--- config.mk ---
export PLATFORM = sky130hd
export DESIGN_NAME = image_zero_sub
export DESIGN_NICKNAME = d
export VERILOG_FILES = /design/src/rtl/image_zero_sub.sv
export SDC_FILE = /design/constraint.sdc
export NUM_CORES = 2
export LEC_CHECK = 0
export CELL_PAD_IN_SITES_DETAIL_PLACEMENT = 2
export CELL_PAD_IN_SITES_GLOBAL_PLACEMENT = 2
export CORE_MARGIN = 2
export CORE_UTILIZATION = 41
export CTS_BUF_LIST = sky130_fd_sc_hd__clkbuf_2
export DETAILED_ROUTE_END_ITERATION = 8
export PLACE_DENSITY_LB_ADDON = 0.3
export SLEW_MARGIN = 30
export SYNTH_ARGS = -nofsm -noshare
export SYNTH_HDL_FRONTEND = slang
export SYNTH_SLANG_ARGS = --single-unit
--- constraint.sdc ---
create_clock -name clk -period 63.7 [get_ports clk]
set_input_delay 12.74 -clock clk [delete_from_list [all_inputs] [get_ports clk]]
set_output_delay 12.74 -clock clk [all_outputs]
set_load 0.1 [all_outputs]
--- src/rtl/image_zero_sub.sv ---
// Input zero-point subtraction stage: unsigned 8-bit lanes minus the latched frame
// zero point, registered into S1 and buffered by a 3-entry fall-through FIFO.
`ifndef PICTURE_NUM
`define PICTURE_NUM 2
`endif
`ifndef WIDTH_DATA
`define WIDTH_DATA 8
`endif

module image_zero_sub #(
  parameter int CHANNEL_IN_NUM = 8,
  localparam int N  = `PICTURE_NUM * CHANNEL_IN_NUM,
  localparam int DW = `WIDTH_DATA,
  localparam int OW = `WIDTH_DATA + 1
) (
  input  logic            clk,
  input  logic            rst,
  input  logic            start,
  input  logic [7:0]      zero_data_in,
  input  logic [15:0]     beat_num,
  input  logic [N*DW-1:0] data_in,
  input  logic            in_valid,
  output logic            in_ready,
  output logic [N*OW-1:0] data_out,
  output logic            out_valid,
  input  logic            out_ready,
  output logic            out_last,
  output logic            busy,
  output logic            done
);

  localparam int EW = N*OW + 1;

  typedef enum logic [1:0] {IDLE = 2'd0, RUN = 2'd1, DRAIN = 2'd2, DONE = 2'd3} state_t;

  state_t          state_r, state_s;
  logic            busy_r, done_r;
  logic [7:0]      zp_r;
  logic [15:0]     beats_left_r;
  logic [N*OW-1:0] sub_s, s1_data_r;
  logic            s1_valid_r, s1_last_r;
  logic [EW-1:0]   mem_r [3];
  logic [1:0]      wr_ptr_r, rd_ptr_r, count_r;
  logic            in_ready_s, in_hs_s, push_s, pop_s;

  function automatic logic [1:0] ptr_inc(input logic [1:0] p);
    return (p == 2'd2) ? 2'd0 : p + 2'd1;
  endfunction

  // Per-lane 9-bit two's complement subtraction; range -255..255 needs no saturation
  always_comb begin
    sub_s = {(N*OW){1'b0}};
    for (int k = 0; k < N; k++) begin
      sub_s[k*OW +: OW] = {1'b0, data_in[k*DW +: DW]} - {1'b0, zp_r};
    end
  end

  // Handshakes; the credit check counts the beat still sitting in S1
  always_comb begin
    in_ready_s = (state_r == RUN) && (beats_left_r != 16'd0) &&
                 (({1'b0, count_r} + {2'b00, s1_valid_r}) < 3'd3);
    in_hs_s    = in_valid && in_ready_s;
    push_s     = s1_valid_r;
    pop_s      = (count_r != 2'd0) && out_ready;
  end

  // Next-state logic
  always_comb begin
    state_s = state_r;
    case (state_r)
      IDLE: begin
        if (start) begin
          state_s = (beat_num == 16'd0) ? DONE : RUN;
        end else begin
          state_s = IDLE;
        end
      end
      RUN: begin
        if (in_hs_s && (beats_left_r == 16'd1)) begin
          state_s = DRAIN;
        end else begin
          state_s = RUN;
        end
      end
      DRAIN: begin
        if (!s1_valid_r && (count_r == 2'd0)) begin
          state_s = DONE;
        end else begin
          state_s = DRAIN;
        end
      end
      DONE:    state_s = IDLE;
      default: state_s = IDLE;
    endcase
  end

  // State register, frame parameters and beat counter
  always_ff @(posedge clk or posedge rst) begin
    if (rst) begin
      state_r      <= IDLE;
      busy_r       <= 1'b0;
      done_r       <= 1'b0;
      zp_r         <= 8'd0;
      beats_left_r <= 16'd0;
    end else begin
      state_r <= state_s;
      busy_r  <= (state_s != IDLE);
      done_r  <= (state_s == DONE);
      if ((state_r == IDLE) && start) begin
        zp_r         <= zero_data_in;
        beats_left_r <= beat_num;
      end else if (in_hs_s) begin
        beats_left_r <= beats_left_r - 16'd1;
      end
    end
  end

  // S1 pipeline register
  always_ff @(posedge clk or posedge rst) begin
    if (rst) begin
      s1_valid_r <= 1'b0;
      s1_data_r  <= {(N*OW){1'b0}};
      s1_last_r  <= 1'b0;
    end else begin
      s1_valid_r <= in_hs_s;
      if (in_hs_s) begin
        s1_data_r <= sub_s;
        s1_last_r <= (beats_left_r == 16'd1);
      end
    end
  end

  // Circular FIFO; storage is cleared on reset so the head reads zero
  always_ff @(posedge clk or posedge rst) begin
    if (rst) begin
      for (int i = 0; i < 3; i++) begin
        mem_r[i] <= {EW{1'b0}};
      end
      wr_ptr_r <= 2'd0;
      rd_ptr_r <= 2'd0;
      count_r  <= 2'd0;
    end else begin
      if (push_s) begin
        mem_r[wr_ptr_r] <= {s1_last_r, s1_data_r};
        wr_ptr_r        <= ptr_inc(wr_ptr_r);
      end
      if (pop_s) begin
        rd_ptr_r <= ptr_inc(rd_ptr_r);
      end
      case ({push_s, pop_s})
        2'b10:   count_r <= count_r + 2'd1;
        2'b01:   count_r <= count_r - 2'd1;
        default: count_r <= count_r;
      endcase
    end
  end

  assign in_ready  = in_ready_s;
  assign data_out  = mem_r[rd_ptr_r][N*OW-1:0];
  assign out_last  = mem_r[rd_ptr_r][N*OW];
  assign out_valid = (count_r != 2'd0);
  assign busy      = busy_r;
  assign done      = done_r;

endmodule

-- Yosys cells after proc, flatten, opt, wreduce, memory -nomap -nowiden
Index checks and enable logic that the tools add are counted.
- register bits: 615
- bits of input ports: 157
- output and inout bits: 149
- word-level logic and storage cells: 84
- add/subtract/negate cells: 22
- $lt $le $gt $ge: 4
- equality and inequality tests: 9
- muxes and demuxes: 16
- bitwise operators: 2
- reduce and logical (&&, ||, !) cells: 17
- operator list (operator ; number):
    bitwise mux 435 bit ; 1
    2-to-1 mux 145 bit ; 3
    binary-select mux 145 bit (select 2 bit) ; 1
    demux 145 bit (select 2 bit) ; 1
    subtractor 8 x 8 -> 9 bit ; 16
    2-to-1 mux 16 bit ; 2
    == test 16 x 1 -> 1 bit (second input constant) ; 1
    zero test 16 bit ; 1
    nonzero test 16 bit ; 1
    subtractor 16 x 1 -> 16 bit (second input constant) ; 1
    == test 2 bit (second input constant) ; 6
    2-to-1 mux 2 bit ; 5
    logical AND 1 bit ; 8
    one-hot mux 2 bit (4 select lines) ; 1
    nonzero test 2 bit ; 4
    adder 2 x 1 -> 2 bit (second input constant) ; 3
    greater-or-equal comparator 3 bit (second input constant) ; 2
    NOT 2 -> 3 bit ; 2
    == test 2 x 1 -> 1 bit (second input constant) ; 2
    zero test 2 bit ; 2
    one-hot mux 2 bit (2 select lines) ; 1
    adder 2 x 1 -> 3 bit ; 1
    less-than comparator 3 x 1 -> 1 bit (second input constant) ; 1
    less-than comparator 3 x 2 -> 1 bit (second input constant) ; 1
    3 further kinds ; 3

-- Logic depth before layout (Yosys ltp)
- depth in word-level cells: 8
- gate-level depth with buffers: 12

-- Worst setup path after synthesis
Ideal clock, no wire load.
- kind: reg2out
- start point: register rd_ptr_r[1]
- end point: output port data_out[116]
- arrival: 3.589 ns
- required time: 50.960 ns
- path slack: 47.371 ns
- cell stages (with the launch flop): 6
- path buffers: 3
- cells stage by stage: dfrtp_1 > clkbuf_1 > clkbuf_1 > buf_1 > mux2i_1 > o21ai_0
- word-level cells in the longest chain between the ends: 4
- RTL lines (item ; RTL line ; text):
    from (decl) ; 43 ; logic [1:0] wr_ptr_r, rd_ptr_r, count_r;
    from (signal assigned) ; 148 ; rd_ptr_r <= ptr_inc(rd_ptr_r);
    NOT 2 -> 3 bit (implied by the code) ; 159 ; assign data_out = mem_r[rd_ptr_r][N*OW-1:0];
    binary-select mux 145 bit (select 2 bit) ; 159 ;
    2-to-1 mux 145 bit (2 in a row) ; n/a ;
    to (decl) ; 24 ; output logic [N*OW-1:0] data_out,
No other way between the ends. The select of a mux whose other input is x is not followed.

-- Worst setup path in the final report
- start point: register rd_ptr_r[1]
- end point: output port data_out[32]
Same word-level chain as after synthesis.

==> results.md <==
- Outcome: finished, final reports clean
- Initial Util: 41.4%
- Largest net degree at the start of global routing: 186
- H-tree levels: 4
- Drt wl/cell: 25.0 um
- # IOs: 306
- Vias in the first global route: 27,100
- Mapped cell area: 0.0308 mm2
- Yosys reg bits: 615
- Fmax: 0.0555 GHz
- Setup crit end kind: primary output
- Sequential share of the synthesized area: 50.0%
- Row cnt: 100
- Die area: 0.0773 mm2
- Crit path top cell by count: buf_4
- Syn Nets: 2,967
- Sequential standard cell area: 0.0154 mm2
- Min-delay worst type: reg2reg
- Number of max-cap violations: 0
- # nets final: 3,336
- Global-route usage over all layers: 27.2%
- Commonest non-fill, non-tap cell in the layout: dfrtp_1
- Number of routed nets with antenna violations: 0
- DRT Pass-1 Iters: 5
- CP max stage delay: 1190 ps
- Multi-input gate area: 0.0147 mm2
- Top FF cell, synth: dfrtp_1
- DRT iter0 DRCs: 843
- Worst r2r dst: s1_data_r[106]$_DFFE_PP0P_
- Clock tree sinks: 615
- Setup TNS: 0 ps
- Pre-CTS WS: 47,080 ps
- Final wirelength: 103,000 um
- Cell depth of the worst flop-to-flop path: 8
- Slowest CP cell: clkdlybuf4s50_1
- Share of cells above drive strength 1: 23.8%
- Required time worst endpoint: 50,960 ps
- FILL cells: 7,509
- CP Launch Type: flip-flop
- Final worst slack: 45,690 ps
- Relative slew slack: 29.8%
- Synth warn: 0
- GR peak layer: met2
- Final period util: 28.3%
- Die height: 278 um
- Num CTS Buffers: 173
- CTS tree: yes
- Final hold violations: 0
- Slew @ Worst Pin: 1050 ps
- Setup slack, reg-to-reg: 59,730 ps
- Util after Layout: 48.8%
- Worst Path Max Fanout: 40
- Clock root buffer: clkbuf_2
- Ys async rst share: 100%
- Global-route wire length before repair: 161,000 um
- PortBufs: 305
- Total grt overflow: 0
- R2r startpoint: beats_left_r[0]$_DFFE_PP0P_
- Maximum clock insertion buffer count: 3
- Via count: 23,200
- Clk_lat worst skew: 1420 ps
- Grt met2 use: 47.6%
- Unique masters post-synth: 50
- DRC viols: 0
- Die width: 278 um
- Post-synth EDFFs: 0
- Met3 Usage GRT: 5.23%
- Endpoints failing setup: 0
- Mean Syn Cell Area: 11.6 um2
- Met1 GRT Util: 32.8%
- DR vias/cell: 5.61
- Resized cells post-CTS: 0
- Fin Clk Skew: 107 ps
- Crit Path Category: reg2out
- Hpwl dp: 65,600 um
- RSZ-0062 raised after global routing: no
- Initial antenna violation count: 9
- Core box area: 0.0744 mm2
- Hold_buf cts: 0
- Gate Count Post-Synth: 2,661
- Fin crit period: 18,010 ps
- Hold WS: 504 ps
- Clk slew on worst S/H paths: 120 ps
- Critical Path AT: 5270 ps
- GPL Wtd Cong: 0.815
- Worst setup path end: data_out[32]
- Post-synthesis to final-layout area growth: 18.1%
- Critical path, cell by cell: buf_4 > buf_4 > mux2i_1 > o21ai_0 > clkdlybuf4s50_1
- Worst Setup SP: rd_ptr_r[1]$_DFFE_PP0P_
- Final Slew Violations: 0
- Post-CTS setup buffer count: 0
- Commonest cells after routing, fill and taps aside: dfrtp_1 (611), mux2_2 (436), nand2_1 (316), clkdlybuf4s50_1 (301), o21ai_0 (296)
-- metrics by stage --
step                std cells  cell area, um2
detailed placement       3824           34800
CTS                      4128           36300
finish                   4137           36400
global route             4136           36400
global placement         3823           34700
floorplan                2661           30800
-- cell usage after synthesis (14+ instances only) --
cell	number	area, um2
dfrtp_1	615	15400
mux2_2	436	4910
nand2_1	316	1190
o21ai_0	296	1480
mux2i_1	161	1610
ha_1	133	1660
clkbuf_1	96	360
nor2_1	55	206
nor3_1	49	245
inv_1	48	180
o21a_1	48	360
nor2b_1	35	219
xor2_1	32	280
xnor2_1	29	254
or3_1	24	150
nand3_1	21	105
a21o_1	19	143
nand2b_1	18	113
o31a_1	17	149
a211oi_1	16	120
buf_4	16	120
fa_1	16	320
o31ai_1	16	120
o41ai_1	16	140
o211ai_1	15	113
or4_1	14	105
-- worst max-delay path: cells and delay by family (launching register included) --
| kind | cells | cell delay (ps) |
|---|---|---|
| flops | 1 | 790 |
| compound gates | 1 | 240 |
| buf+inv | 3 | 2590 |
| mux | 1 | 170 |
-- state kept, by name, indices dropped and copies added (netlist names) --
name and cells:
push_s 1, count_r 2, done 1, s1_last_r 1, busy 1, zp_r 8
state_r 2, rd_ptr_r 2, mem_r 435, wr_ptr_r 2, beats_left_r 16, s1_data_r 144
-- area by class of cell --
type | instances | area share, %
well taps | 969 | 3.33
multi-input cells | 1861 | 40.3
flip-flops and latches | 615 | 42.4
clock inverters | 60 | 0.950
diodes | 9 | 0.0619
repair buffers | 331 | 9.12
clock buffers | 244 | 3.36
inverters | 48 | 0.523
-- worst min-delay path by stage --
stage | cells after the start | end | start
3_5_place_dp | 1 | mem_r[266]$_DFFE_PP0P_ | mem_r[266]$_DFFE_PP0P_
4_1_cts | 1 | mem_r[396]$_DFFE_PP0P_ | s1_data_r[106]$_DFFE_PP0P_
6_report | 1 | mem_r[396]$_DFFE_PP0P_ | s1_data_r[106]$_DFFE_PP0P_
2_1_floorplan | 1 | count_r[1]$_DFFE_PP0P_ | count_r[1]$_DFFE_PP0P_
5_1_grt | 1 | mem_r[112]$_DFFE_PP0P_ | mem_r[112]$_DFFE_PP0P_
3_3_place_gp | 1 | count_r[1]$_DFFE_PP0P_ | count_r[1]$_DFFE_PP0P_
-- routing by layer --
layer / part of all wire (%) / wire length, um
met1: 42 / 43300
met2: 51 / 52500
met3: 3.7 / 3870
met4: 3.4 / 3530
met5: 0.041 / 42
-- cells by family (layout without fill, tap and decap cells) --
| kind of cell | count (synthesis) | count (layout) | synth area share, % |
|---|---|---|---|
| mux | 597 | 597 | 21.2 |
| xor+xnor | 61 | 61 | 1.74 |
| other cells | 0 | 9 | 0 |
| fa+ha+maj | 149 | 149 | 6.44 |
| simple gates | 572 | 572 | 8.46 |
| flops | 615 | 615 | 50.0 |
| buf+inv | 185 | 683 | 2.58 |
| compound gates | 482 | 482 | 9.62 |
Power is left out: the tool's default activity adds up to more than one toggle a clock period on the data nets, which glitch-free logic cannot reach.
